===== src/rtl/imem_boot_ctrl_if.sv =====
// Program-load stream and instruction-memory write port of the boot controller.
// The controller connects through the master modport; the producer/memory side
// (or a testbench) uses the slave modport.
interface imem_boot_ctrl_if #(
   parameter int INSTRUCTION = 32,
   parameter int ADDR_W      = 8
);
   logic                   in_valid;
   logic [INSTRUCTION-1:0] in_data;
   logic                   in_ready;
   logic                   mem_we;
   logic [ADDR_W-1:0]      mem_addr;
   logic [INSTRUCTION-1:0] mem_wdata;

   modport master (
      input  in_valid, in_data,
      output in_ready, mem_we, mem_addr, mem_wdata
   );

   modport slave (
      output in_valid, in_data,
      input  in_ready, mem_we, mem_addr, mem_wdata
   );
endinterface


===== src/rtl/imem_boot_ctrl.sv =====
// Boot controller: streams a program image into instruction memory while the
// core is held in reset, waits a settle delay, then releases the core and
// hands the memory address port to the core PC, flagging bad fetch addresses.
module imem_boot_ctrl #(
   parameter int INSTRUCTION = 32,
   parameter int ADDR_W      = 8,
   parameter int DEPTH       = 256,
   parameter int RUN_DELAY   = 4
) (
   input  logic                   clk,
   input  logic                   rst,          // asynchronous, active low
   input  logic                   i_start,
   input  logic                   i_halt,
   input  logic [ADDR_W:0]        i_word_count,
   input  logic [INSTRUCTION-1:0] i_pc_address,
   output logic                   o_core_rst_n,
   output logic                   o_busy,
   output logic                   o_done,
   output logic                   o_err,
   output logic                   o_pc_fault,
   imem_boot_ctrl_if.master       bus
);

   localparam logic [ADDR_W:0] DEPTH_C     = (ADDR_W+1)'(DEPTH);
   localparam logic [3:0]      RUN_DELAY_C = 4'(RUN_DELAY);
   localparam int              PAD_W       = INSTRUCTION - ADDR_W - 3;

   typedef enum logic [2:0] {
      S_IDLE   = 3'd0,
      S_LOAD   = 3'd1,
      S_SETTLE = 3'd2,
      S_RUN    = 3'd3,
      S_ERR    = 3'd4
   } state_t;

   state_t            r_state;
   state_t            w_next_state;
   logic [ADDR_W:0]   r_load_cnt;
   logic [ADDR_W:0]   r_count_lat;
   logic [3:0]        r_delay;
   logic              r_pc_fault;

   logic              w_start_ok;
   logic              w_accept_start;
   logic              w_handshake;
   logic              w_last;
   logic              w_fetch_bad;

   // A start is legal only for a non-empty image that fits in memory.
   assign w_start_ok     = i_start && (i_word_count != '0) && (i_word_count <= DEPTH_C);
   assign w_accept_start = !i_halt && w_start_ok && (r_state == S_IDLE || r_state == S_ERR);
   // halt blocks the handshake so a halted cycle never writes.
   assign w_handshake    = (r_state == S_LOAD) && bus.in_valid && !i_halt;
   assign w_last         = (r_load_cnt == r_count_lat - 1'b1);
   // Word index is compared at full PC width so high PC bits cannot alias into range.
   assign w_fetch_bad    = (i_pc_address[1:0] != 2'b00) ||
                           ({{PAD_W{1'b0}}, r_count_lat} <= i_pc_address[INSTRUCTION-1:2]);

   // State register.
   always_ff @(posedge clk or negedge rst) begin
      if (!rst) r_state <= S_IDLE;
      else      r_state <= w_next_state;
   end

   // Next-state decode; halt overrides everything.
   always_comb begin
      w_next_state = r_state;
      case (r_state)
         S_IDLE:   if (i_start) w_next_state = w_start_ok ? S_LOAD : S_ERR;
         S_LOAD:   if (w_handshake && w_last) w_next_state = S_SETTLE;
         S_SETTLE: if (r_delay <= 4'd1) w_next_state = S_RUN;
         S_RUN:    w_next_state = S_RUN;
         S_ERR:    if (w_start_ok) w_next_state = S_LOAD;
         default:  w_next_state = S_IDLE;
      endcase
      if (i_halt) w_next_state = S_IDLE;
   end

   // Load counter, latched count, settle delay and sticky fetch fault.
   always_ff @(posedge clk or negedge rst) begin
      if (!rst) begin
         r_load_cnt  <= '0;
         r_count_lat <= '0;
         r_delay     <= '0;
         r_pc_fault  <= 1'b0;
      end else begin
         if (w_accept_start) begin
            r_load_cnt  <= '0;
            r_count_lat <= i_word_count;
            r_pc_fault  <= 1'b0;
         end
         if (w_handshake) begin
            r_load_cnt <= r_load_cnt + 1'b1;
            if (w_last) r_delay <= RUN_DELAY_C;
         end
         if (r_state == S_SETTLE && r_delay != 4'd0) r_delay <= r_delay - 1'b1;
         if (r_state == S_RUN && w_fetch_bad) r_pc_fault <= 1'b1;
      end
   end

   // Output decode from the registered state (write path also gated by halt).
   always_comb begin
      bus.in_ready  = 1'b0;
      bus.mem_we    = 1'b0;
      bus.mem_addr  = '0;
      bus.mem_wdata = '0;
      o_core_rst_n  = 1'b0;
      o_busy        = 1'b0;
      o_done        = 1'b0;
      o_err         = 1'b0;
      case (r_state)
         S_LOAD: begin
            bus.in_ready  = !i_halt;
            bus.mem_we    = bus.in_valid && !i_halt;
            bus.mem_addr  = r_load_cnt[ADDR_W-1:0];
            bus.mem_wdata = bus.in_data;
            o_busy        = 1'b1;
         end
         S_SETTLE: o_busy = 1'b1;
         S_RUN: begin
            o_core_rst_n = 1'b1;
            o_done       = 1'b1;
            bus.mem_addr = i_pc_address[ADDR_W+1:2];
         end
         S_ERR:   o_err = 1'b1;
         default: ;
      endcase
   end

   assign o_pc_fault = r_pc_fault;

endmodule


===== src/flat_wrapper.sv =====
// flat-port wrapper written by rule: the top's interface ports become plain ports
module imem_boot_ctrl_flat 
#(
   parameter int INSTRUCTION = 32,
   parameter int ADDR_W      = 8,
   parameter int DEPTH       = 256,
   parameter int RUN_DELAY   = 4
)
  (clk, rst, i_start, i_halt, i_word_count, i_pc_address, o_core_rst_n, o_busy, o_done, o_err, o_pc_fault, bus_in_valid, bus_in_data, bus_in_ready, bus_mem_we, bus_mem_addr, bus_mem_wdata);
  imem_boot_ctrl_if #(.INSTRUCTION(INSTRUCTION), .ADDR_W(ADDR_W)) bus_i ();
  input  logic clk;
  input  logic rst;
  input  logic i_start;
  input  logic i_halt;
  input  logic [ADDR_W:0] i_word_count;
  input  logic [INSTRUCTION-1:0] i_pc_address;
  output logic o_core_rst_n;
  output logic o_busy;
  output logic o_done;
  output logic o_err;
  output logic o_pc_fault;
  input wire logic [$bits(bus_i.in_valid)-1:0] bus_in_valid;
  input wire logic [$bits(bus_i.in_data)-1:0] bus_in_data;
  output wire logic [$bits(bus_i.in_ready)-1:0] bus_in_ready;
  output wire logic [$bits(bus_i.mem_we)-1:0] bus_mem_we;
  output wire logic [$bits(bus_i.mem_addr)-1:0] bus_mem_addr;
  output wire logic [$bits(bus_i.mem_wdata)-1:0] bus_mem_wdata;
  assign bus_i.in_valid = bus_in_valid;
  assign bus_i.in_data = bus_in_data;
  assign bus_in_ready = bus_i.in_ready;
  assign bus_mem_we = bus_i.mem_we;
  assign bus_mem_addr = bus_i.mem_addr;
  assign bus_mem_wdata = bus_i.mem_wdata;
  imem_boot_ctrl #(.INSTRUCTION(INSTRUCTION), .ADDR_W(ADDR_W), .DEPTH(DEPTH), .RUN_DELAY(RUN_DELAY)) u_core (.clk(clk), .rst(rst), .i_start(i_start), .i_halt(i_halt), .i_word_count(i_word_count), .i_pc_address(i_pc_address), .o_core_rst_n(o_core_rst_n), .o_busy(o_busy), .o_done(o_done), .o_err(o_err), .o_pc_fault(o_pc_fault), .bus(bus_i));
endmodule

===== config.mk =====
export PLATFORM = sky130hd
export DESIGN_NAME = imem_boot_ctrl_flat
export DESIGN_NICKNAME = d
export VERILOG_FILES = /design/src/rtl/imem_boot_ctrl_if.sv /design/src/rtl/imem_boot_ctrl.sv /design/src/flat_wrapper.sv
export SDC_FILE = /design/constraint.sdc
export NUM_CORES = 1
export LEC_CHECK = 0
export ABC_AREA = 1
export CAP_MARGIN = 10
export CORE_UTILIZATION = 36
export DETAILED_ROUTE_END_ITERATION = 16
export GPL_ROUTABILITY_DRIVEN = 0
export HOLD_SLACK_MARGIN = 0.02
export PLACE_DENSITY = 0.73
export SYNTH_ARGS = -nofsm -noshare
export SYNTH_HDL_FRONTEND = slang
export SYNTH_SLANG_ARGS = --single-unit

===== constraint.sdc =====
create_clock -name clk -period 1.52 [get_ports clk]
set_input_delay 0.304 -clock clk [delete_from_list [all_inputs] [get_ports clk]]
set_output_delay 0.304 -clock clk [all_outputs]
set_load 0.01 [all_outputs]

==> results of run 1 <==
==> layer usage <==
layer | share of wire, % | global-route usage (%) | wire length (µm)
met5 | 0 | 0 | 0
met2 | 53 | 44.1 | 5120
met1 | 39 | 29.7 | 3760
met4 | 3.0 | 6.63 | 286
met3 | 4.5 | 3.36 | 434
==> power groups by stage <==
stage               Clock (W)  Combinational [W]  Sequential, W
floorplan                   0            0.00165        0.00119
global placement            0            0.00321        0.00122
detailed placement          0            0.00331        0.00123
CTS                  0.000468            0.00360        0.00125
global route         0.000496            0.00466        0.00133
finish               0.000470            0.00430        0.00131
==> cells in the mapped netlist <==
cell / count
sky130_fd_sc_hd__o21ai_0: 7
sky130_fd_sc_hd__o22ai_1: 12
sky130_fd_sc_hd__nand2_4: 1
sky130_fd_sc_hd__nor2_4: 2
sky130_fd_sc_hd__xnor2_1: 3
sky130_fd_sc_hd__a21oi_1: 10
sky130_fd_sc_hd__inv_1: 76
sky130_fd_sc_hd__clkbuf_1: 4
sky130_fd_sc_hd__nand3_1: 16
sky130_fd_sc_hd__o211ai_1: 1
sky130_fd_sc_hd__xor2_1: 5
sky130_fd_sc_hd__and3_1: 1
sky130_fd_sc_hd__nand3_2: 1
sky130_fd_sc_hd__dfrtp_1: 26
sky130_fd_sc_hd__or2_2: 3
sky130_fd_sc_hd__nor3_1: 6
sky130_fd_sc_hd__nand4_4: 1
sky130_fd_sc_hd__nand2_2: 3
sky130_fd_sc_hd__nand2_1: 74
sky130_fd_sc_hd__nor2_1: 85
sky130_fd_sc_hd__o32ai_1: 1
sky130_fd_sc_hd__ha_1: 14
sky130_fd_sc_hd__nand3b_1: 1
sky130_fd_sc_hd__buf_6: 1
sky130_fd_sc_hd__inv_2: 2
sky130_fd_sc_hd__o21ai_2: 2
sky130_fd_sc_hd__buf_4: 1
sky130_fd_sc_hd__a21oi_2: 7
sky130_fd_sc_hd__nor2_2: 3
sky130_fd_sc_hd__nor4_1: 3
sky130_fd_sc_hd__nand4_1: 9
==> worst reg2reg max path, stage by stage (launching register included) <==
cell	delay, ps
sky130_fd_sc_hd__dfrtp_2	450
sky130_fd_sc_hd__buf_6	140
sky130_fd_sc_hd__nor2_4	130
sky130_fd_sc_hd__nand4_4	130
sky130_fd_sc_hd__buf_6	160
sky130_fd_sc_hd__nor2_4	110
sky130_fd_sc_hd__nand3_2	100
sky130_fd_sc_hd__nor2_4	130
sky130_fd_sc_hd__nand2_4	90
sky130_fd_sc_hd__nand2_4	80
sky130_fd_sc_hd__nand4_1	80
sky130_fd_sc_hd__nand2_1	90
==> how the worst min path moves through the flow <==
| stage | startpoint | end | slack (ps) |
|---|---|---|---|
| after floorplan | rst | u_core.o_pc_fault$_DFFE_PN0P_ | 8 |
| after global placement | u_core.o_pc_fault$_DFFE_PN0P_ | u_core.o_pc_fault$_DFFE_PN0P_ | 490 |
| after detailed placement | u_core.o_pc_fault$_DFFE_PN0P_ | u_core.o_pc_fault$_DFFE_PN0P_ | 510 |
| after CTS | rst | u_core.r_load_cnt[7]$_DFFE_PN0P_ | 410 |
| after global routing | rst | u_core.r_load_cnt[7]$_DFFE_PN0P_ | 440 |
| final | rst | u_core.r_load_cnt[7]$_DFFE_PN0P_ | 400 |
==> registers in the layout, indices dropped and copies added (netlist names) <==
| register | flops |
|---|---|
| u_core.r_count_lat | 9 |
| u_core.r_load_cnt | 9 |
| u_core.r_delay | 4 |
| u_core.r_state | 3 |
| u_core.o_pc_fault | 1 |
==> final cells by class <==
type | instances | area [µm²]
clock buffers | 4 | 55.1
repair buffers | 206 | 1760
inverters | 78 | 298
well taps | 77 | 96.3
flip-flops and latches | 26 | 657
multi-input cells | 271 | 1840
fillers | 477 | 1680
==> cells by family (layout without fill, tap and decap cells) <==
group / count (synthesis) / in the layout / synth area share [%]
compound gates: 40 / 40 / 10.7
xor+xnor: 8 / 8 / 2.93
fa+ha+maj: 14 / 14 / 7.31
buf+inv: 84 / 288 / 13.6
flops: 26 / 26 / 27.2
simple gates: 209 / 209 / 38.3
==> per-stage QoR <==
| step | setup TNS [ps] | instance area (µm²) | util (%) |
|---|---|---|---|
| 6_report | -7890 | 4710 | 73.7 |
| 5_1_grt | -11450 | 4710 | 73.7 |
| 4_1_cts | -9310 | 4460 | 69.8 |
| 3_5_place_dp | -23490 | 4180 | 65.4 |
| 3_3_place_gp | -21600 | 4180 | 65.4 |
| 2_1_floorplan | 0 | 2400 | - |
==> what timing repair did <==
item | in CTS | in global routing
setup buffers | 10 | 13
endpoints found under the setup margin | 72 | 71
cloned | 0 | 1
gates resized for setup | 218 | 120
pin swaps | 40 | 39
hold endpoints to repair | 0 | 0
==> Flow_metrics.wiki, run 1 <==
{| class="wikitable"
! Metric !! Value
|-
| Status || complete, but fails checks
|-
| Failing checks || setup timing
|-
| Power after layout || just over 0.006 W
|-
| Final worst path period share || 115%
|-
| Remaining DRCs || 0
|-
| Clock Tree Root || sky130_fd_sc_hd__clkbuf_8
|-
| Final layout net count || just under 700
|-
| Final Slew Violations || 0
|-
| Post-synthesis register bit count || 26
|-
| Clock power share || between 7 and 8%
|-
| Path category of the worst min-delay check || input port to async pin
|-
| CP endpoint || bus_mem_wdata[1]
|-
| CTS tree || done
|-
| Clock transition at the registers of the reported paths || 100 ps
|-
| Worst Path Buf+Inv || 3
|-
| Die area || roughly 0.0070 mm²
|-
| Synthesis-to-finish area growth || 96.6%
|-
| Maximum ir drop on the vdd rail || around 0.8 mV
|-
| Via count of the first global-routing pass || ~3200
|-
| Maximum number of pins on one net before global-route repair || 33
|-
| Count of endpoints failing setup in the final report || 56
|-
| Number of antenna violations at the first check in global routing || 0
|-
| First-pass GRT wire length || around 14000 µm
|-
| Share of layout cells above drive strength 1 || 42.2%
|-
| GR Util All Layers || ~24%
|-
| Total via count after detailed routing || around 3300
|-
| Setup repair after global routing missed its margin || true
|-
| Path type of the worst setup path || flip-flop to primary output
|-
| Reg-to-reg critical path startpoint || u_core.r_state[2]$_DFFE_PN0P_
|-
| Depth of the critical timing path with buffers and inverters included || 5
|-
| Height of the chip || 83.6 µm
|-
| End of the worst register-to-register path || u_core.r_state[1]$_DFFE_PN0P_
|-
| Avg WL per Cell || between 10 and 15 µm
|-
| Psw || roughly 0.0028 W
|-
| Minimum setup slack after placement || -509 ps
|-
| H-tree levels || 1
|-
| Cell area after technology mapping || around 0.0024 mm²
|-
| Seq/Total Area, Yosys || between 20% and 30%
|-
| Final hold viol count || 0
|-
| P_int || 0.00327 W
|-
| # IOs || between 100 and 150
|-
| Final global-route overflow total || 0
|-
| Most area-hungry cell type in the Yosys netlist || sky130_fd_sc_hd__dfrtp_1
|-
| Worst Hold Margin || 399 ps
|-
| Sw Share || about 46%
|-
| Iteration-0 DRC count of the detailed router || around 160
|-
| Required arrival time at the worst endpoint || approximately 1200 ps
|-
| Reg2reg setup slack || -220 ps
|-
| Category of the worst setup path launch point || flip-flop
|-
| Arr. time, crit path || 1450 ps
|-
| Max capacitance violation total || 0
|-
| Cell Pwr Density || between 1000 and 1500 mW/mm²
|-
| Commonest non-fill, non-tap cells in the layout || 63 x sky130_fd_sc_hd__nand2_1, 62 x sky130_fd_sc_hd__inv_1, 62 x sky130_fd_sc_hd__clkdlybuf4s50_1
|-
| Starting density of the core || between 30% and 40%
|-
| Cells along the critical path || inv_2 -> nand3_4 -> buf_6 -> nor2_1 -> clkdlybuf4s15_2
|-
| Most common cell after layout, fill and taps aside || sky130_fd_sc_hd__nand2_1
|-
| Critical path launch point || u_core.r_state[2]$_DFFE_PN0P_
|-
| Pre-Repair DR Iteration Count || 6
|-
| Die X-Extent || roughly 84 µm
|-
| Routed Wire Length || roughly 9600 µm
|-
| Post-route setup slack || -232 ps
|-
| Yosys Warn Count || 0
|-
| Path depth of the worst reg2reg path || 11
|-
| Synth Instances || 381
|-
| Final antenna-violating net count || 0
|-
| Clock buffer count from CTS || 3
|-
| Measured slew at the worst slew-check pin || about 370 ps
|-
| CP Capture Type || primary output
|-
| Critical path's top delay family || buffers and inverters
|-
| Synthesized area per cell || about 6.3 µm²
|-
| Synth top area share || 27.2%
|-
| Rel. slew slack || roughly three quarters
|-
| Post-route clock skew || a little under 6 ps
|-
| Delay contributed by the slowest stage of the critical path || about 450 ps
|-
| Number of sinks on the clock net || 26
|-
| Average via count per standard cell || around 5.0
|-
| Placed Cells incl. Taps || approximately 640
|-
| Number of placement rows || 29
|-
| Quantity of I/O buffers inserted on ports || ~120
|-
| Synth unique cells || 31
|-
| Slowest CP cell || sky130_fd_sc_hd__dfrtp_2
|-
| HPWL after detailed placement || about 6500 µm
|-
| Finished Layout Cells || 662
|-
| Synthesized Nets || 473
|-
| Skew-Pair Late Insertion Delay || about 280 ps
|-
| Maximum buffer depth of the clock tree || 2
|-
| Maximum operating frequency || 571 MHz
|-
| Antenna fix cells || 0
|-
| Standby leakage power || 2.45 nW
|-
| Time the final worst path needs with I/O delays and setup || about 1800 ps
|-
| Share of power burned in combinational logic || a little over two thirds
|-
| Post-cts hold buffer count || 0
|-
| Maximum fanout encountered on the critical timing path || 10
|-
| Part of the total power dissipated in sequential elements || 21.6%
|-
| Core area || between 0.006 and 0.007 mm²
|-
| Main area contributors after synthesis || sky130_fd_sc_hd__dfrtp_1 27%, sky130_fd_sc_hd__nor2_1 13%, sky130_fd_sc_hd__inv_1 12%
|}
(Power assumes the default switching activity.)
==> run 2: changes to the inputs <==
- CORE_UTILIZATION: 36 -> 38
- CTS_CLUSTER_DIAMETER: not set -> 60
- PLACE_DENSITY: 0.73 -> 0.74
- clock period: 1.52 -> 1.82 ns (I/O delays scaled with it)
==> run 2 against run 1 <==
  * The run still ends with setup timing left
  * Clock-buffer cell count is 1 lower
  * Combinational power is 29% lower
  * Sequential share of layout area is 1.2 points higher
  * Register-to-register slack better by 180 ps
  * Critical path depth is 3 higher
  * Final cell count is 4.5% lower
  * Flip-flop and latch count stayed put
  * Largest cell class unchanged
  * Largest power group unchanged
  * Highest routed layer unchanged
==> Flow_metrics.wiki, run 2 (synthesis gave the netlist of run 1 again) <==
{| class="wikitable"
! Metric !! Value
|-
| Status || complete, but fails checks
|-
| Failing checks || setup timing
|-
| Starting density of the core || 40.0% (+2.5 points)
|-
| Number of placement rows || 28 (-3.4%)
|-
| Largest regs || u_core.r_count_lat x9, u_core.r_load_cnt x9, u_core.r_delay x4
|-
| Worst Path Buf+Inv || 5 (+2)
|-
| Avg WL per Cell || 13.4 µm (-7.3%)
|-
| P_int || 0.00254 W (-22%)
|-
| Average via count per standard cell || 4.89 (-2.0%)
|-
| H-tree levels || 1 (unchanged)
|-
| CP Capture Type || primary output
|-
| Clock buffer count from CTS || 3 (unchanged)
|-
| Time the final worst path needs with I/O delays and setup || about 2000 ps
|-
| Commonest non-fill, non-tap cells in the layout || 77 x sky130_fd_sc_hd__clkdlybuf4s50_1, 70 x sky130_fd_sc_hd__nand2_1, 68 x sky130_fd_sc_hd__inv_1
|-
| Final Slew Violations || 0 (unchanged)
|-
| Number of sinks on the clock net || 26 (unchanged)
|-
| Skew-Pair Late Insertion Delay || 280 ps (about the same)
|-
| Maximum number of pins on one net before global-route repair || 29 (-12%)
|-
| Slowest CP cell || sky130_fd_sc_hd__dfrtp_1
|-
| Standby leakage power || 2.24 nW (-8.6%)
|-
| Finished Layout Cells || 632 (-4.5%)
|-
| Register area || 651 µm² (-0.95%)
|-
| Maximum ir drop on the vdd rail || 0.547 mV (-34%)
|-
| Final global-route overflow total || 0 (unchanged)
|-
| Maximum buffer depth of the clock tree || 2 (unchanged)
|-
| Number of antenna violations at the first check in global routing || 0 (unchanged)
|-
| Part of the total power dissipated in sequential elements || 23.0% (+1.4 points)
|-
| Cell Pwr Density || 1070 mW/mm² (-17%)
|-
| Rel. slew slack || 75.4% (about the same)
|-
| Max capacitance violation total || 0 (unchanged)
|-
| Share of layout cells above drive strength 1 || 30.9% (-11 points)
|-
| Final worst path period share || 111%
|-
| # IOs || 125 (unchanged)
|-
| Count of endpoints failing setup in the final report || 50 (-11%)
|-
| Final hold viol count || 0 (unchanged)
|-
| Reg2reg setup slack || -40 ps (+180 ps)
|-
| Minimum setup slack after placement || -305 ps (+205 ps)
|-
| Path type of the worst setup path || flip-flop to primary output
|-
| Maximum operating frequency || roughly 500 MHz
|-
| Psw || 0.00206 W (-27%)
|-
| Multi-input gate area in the final layout || 0.00163 mm² (-11%)
|-
| Clock Tree Root || sky130_fd_sc_hd__clkbuf_8
|-
| Clock transition at the registers of the reported paths || 100 ps (about the same)
|-
| Required arrival time at the worst endpoint || 1460 ps (+240 ps)
|-
| Delay contributed by the slowest stage of the critical path || 430 ps (-20 ps)
|-
| Quantity of I/O buffers inserted on ports || 124 (unchanged)
|-
| Maximum fanout encountered on the critical timing path || 6 (-4)
|-
| Cells along the critical path || buf_6 -> nor2_4 -> inv_2 -> nor2_4 -> inv_4 -> buf_6 -> o22ai_2 -> buf_2
|-
| Core area || 0.00599 mm² (-6.2%)
|-
| Post-cts hold buffer count || 0 (unchanged)
|-
| Iteration-0 DRC count of the detailed router || 129 (-18%)
|-
| Clock power share || 10.6% (+2.9 points)
|-
| Share of power burned in combinational logic || 66.4% (-4.3 points)
|-
| Placed Cells incl. Taps || 613 (-3.9%)
|-
| Die X-Extent || 81.4 µm (-2.6%)
|-
| Post-route clock skew || 10.3 ps (+4.30 ps)
|-
| Setup TNS || -2730 ps (+5160 ps)
|-
| Via count of the first global-routing pass || 2816 (-13%)
|-
| Antenna fix cells || 0 (unchanged)
|-
| CTS tree || done
|-
| Die area || 0.00662 mm² (-5.1%)
|-
| Sw Share || 44.8% (-1.4 points)
|-
| Cell area after placement || 0.00400 mm² (-4.3%)
|-
| Reg-to-reg critical path startpoint || u_core.r_state[2]$_DFFE_PN0P_
|-
| HPWL after detailed placement || 6460 µm (-0.86%)
|-
| Pre-Repair DR Iteration Count || 4 (-2)
|-
| Routed Wire Length || 8490 µm (-12%)
|-
| GR Util All Layers || 24.5% (+0.28 points)
|-
| Path depth of the worst reg2reg path || 12 (+1)
|-
| End of the worst register-to-register path || u_core.r_delay[2]$_DFFE_PN0P_
|-
| Total via count after detailed routing || 3090 (-6.5%)
|-
| Remaining DRCs || 0 (unchanged)
|-
| Measured slew at the worst slew-check pin || 364 ps (-4.89 ps)
|-
| Path category of the worst min-delay check || input port to async pin
|-
| Category of the worst setup path launch point || flip-flop
|-
| Filler Cells Inserted || 483 (+1.3%)
|-
| Critical path's top delay family || buffers and inverters
|-
| Synthesis-to-finish area growth || 78.9%
|-
| Finished Cell Area || 0.00428 mm² (-9.0%)
|-
| Arr. time, crit path || 1650 ps (+200 ps)
|-
| Post-route setup slack || -197 ps (+34.6 ps)
|-
| Height of the chip || 81.4 µm (-2.6%)
|-
| First-pass GRT wire length || 12700 µm (-9.3%)
|-
| Most common cell after layout, fill and taps aside || sky130_fd_sc_hd__clkdlybuf4s50_1
|-
| Setup repair after global routing missed its margin || true
|-
| Final layout net count || 650 (-4.1%)
|-
| Final antenna-violating net count || 0 (unchanged)
|}
==> run 2: cell count changes in the layout (fill, tap and decap cells not counted), moves of 5 or more <==
cell / previous run / this run
sky130_fd_sc_hd__inv_2: 14 / 8
sky130_fd_sc_hd__nand2_1: 63 / 70
sky130_fd_sc_hd__nor2_2: 25 / 18
sky130_fd_sc_hd__inv_1: 62 / 68
sky130_fd_sc_hd__buf_4: 61 / 40
sky130_fd_sc_hd__nor2_1: 52 / 64
sky130_fd_sc_hd__dfrtp_2: 5 / 0
sky130_fd_sc_hd__clkdlybuf4s50_1: 62 / 77
sky130_fd_sc_hd__o22ai_2: 8 / 3
sky130_fd_sc_hd__o22ai_1: 4 / 9
sky130_fd_sc_hd__dlygate4sd2_1: 15 / 1
sky130_fd_sc_hd__buf_6: 24 / 12
sky130_fd_sc_hd__dfrtp_1: 21 / 26
sky130_fd_sc_hd__nor2_4: 13 / 8
==> run 2: through the flow <==
| step | hold slack (ps) | power, W | utilization [%] |
|---|---|---|---|
| global placement | 479 | 0.00353 | 66.8 |
| floorplan | 68.4 | 0.00237 | - |
| global route | 495 | 0.00498 | 71.5 |
| detailed placement | 475 | 0.00359 | 66.8 |
| CTS | 457 | 0.00405 | 67.9 |
| finish | 445 | 0.00460 | 71.5 |
==> run 2: repair_timing <==
action | 4_1_cts | 5_1_grt
pin swaps | 2 | 12
cloned | 0 | 3
endpoints found under the setup margin | 49 | 65
resized for setup | 114 | 143
buffers inserted | 3 | 10
==> run 2: layer usage <==
metal | part of all wire, % | track usage, %
met1 | 41 | 31.8
met2 | 53 | 43.0
met3 | 5.3 | 2.81
met4 | 1.1 | 5.71
met5 | 0 | 0
==> run 2: worst max-delay path by stage <==
stage | start | to | slack, ps | depth (start not counted)
6_report | u_core.r_state[2]$_DFFE_PN0P_ | bus_mem_addr[6] | -200 | 8
5_1_grt | u_core.r_state[2]$_DFFE_PN0P_ | bus_mem_addr[6] | -250 | 8
4_1_cts | u_core.r_state[2]$_DFFE_PN0P_ | bus_mem_addr[6] | -120 | 8
3_5_place_dp | i_word_count[5] | u_core.r_load_cnt[6]$_DFFE_PN0P_ | -300 | 9
3_3_place_gp | u_core.r_state[2]$_DFFE_PN0P_ | bus_mem_addr[4] | -250 | 6
2_1_floorplan | u_core.r_state[2]$_DFFE_PN0P_ | bus_mem_addr[1] | 150 | 5
==> run 2: final cells by class <==
type	count	area share (%)
Multi-Input combinational cell	271	38.1
Timing Repair Buffer	178	36.0
Sequential cell	26	15.2
Inverter	78	6.95
Tap cell	75	2.19
Clock buffer	3	0.964
Clock inverter	1	0.701
==> run 2: power by group through the flow <==
stage                     clock (W)  sequential (W)  combinational (W)
final                      0.000486         0.00106            0.00306
after global routing       0.000517         0.00109            0.00337
after CTS                  0.000492         0.00103            0.00253
after detailed placement          0         0.00104            0.00256
after global placement            0         0.00103            0.00249
after floorplan                   0        0.000994            0.00137
==> run 3: changes to the inputs <==
- CTS_CLUSTER_DIAMETER: 60 -> 200
==> results of run 3 <==
Final layout, timing and power as in run 2 (identical DEF).
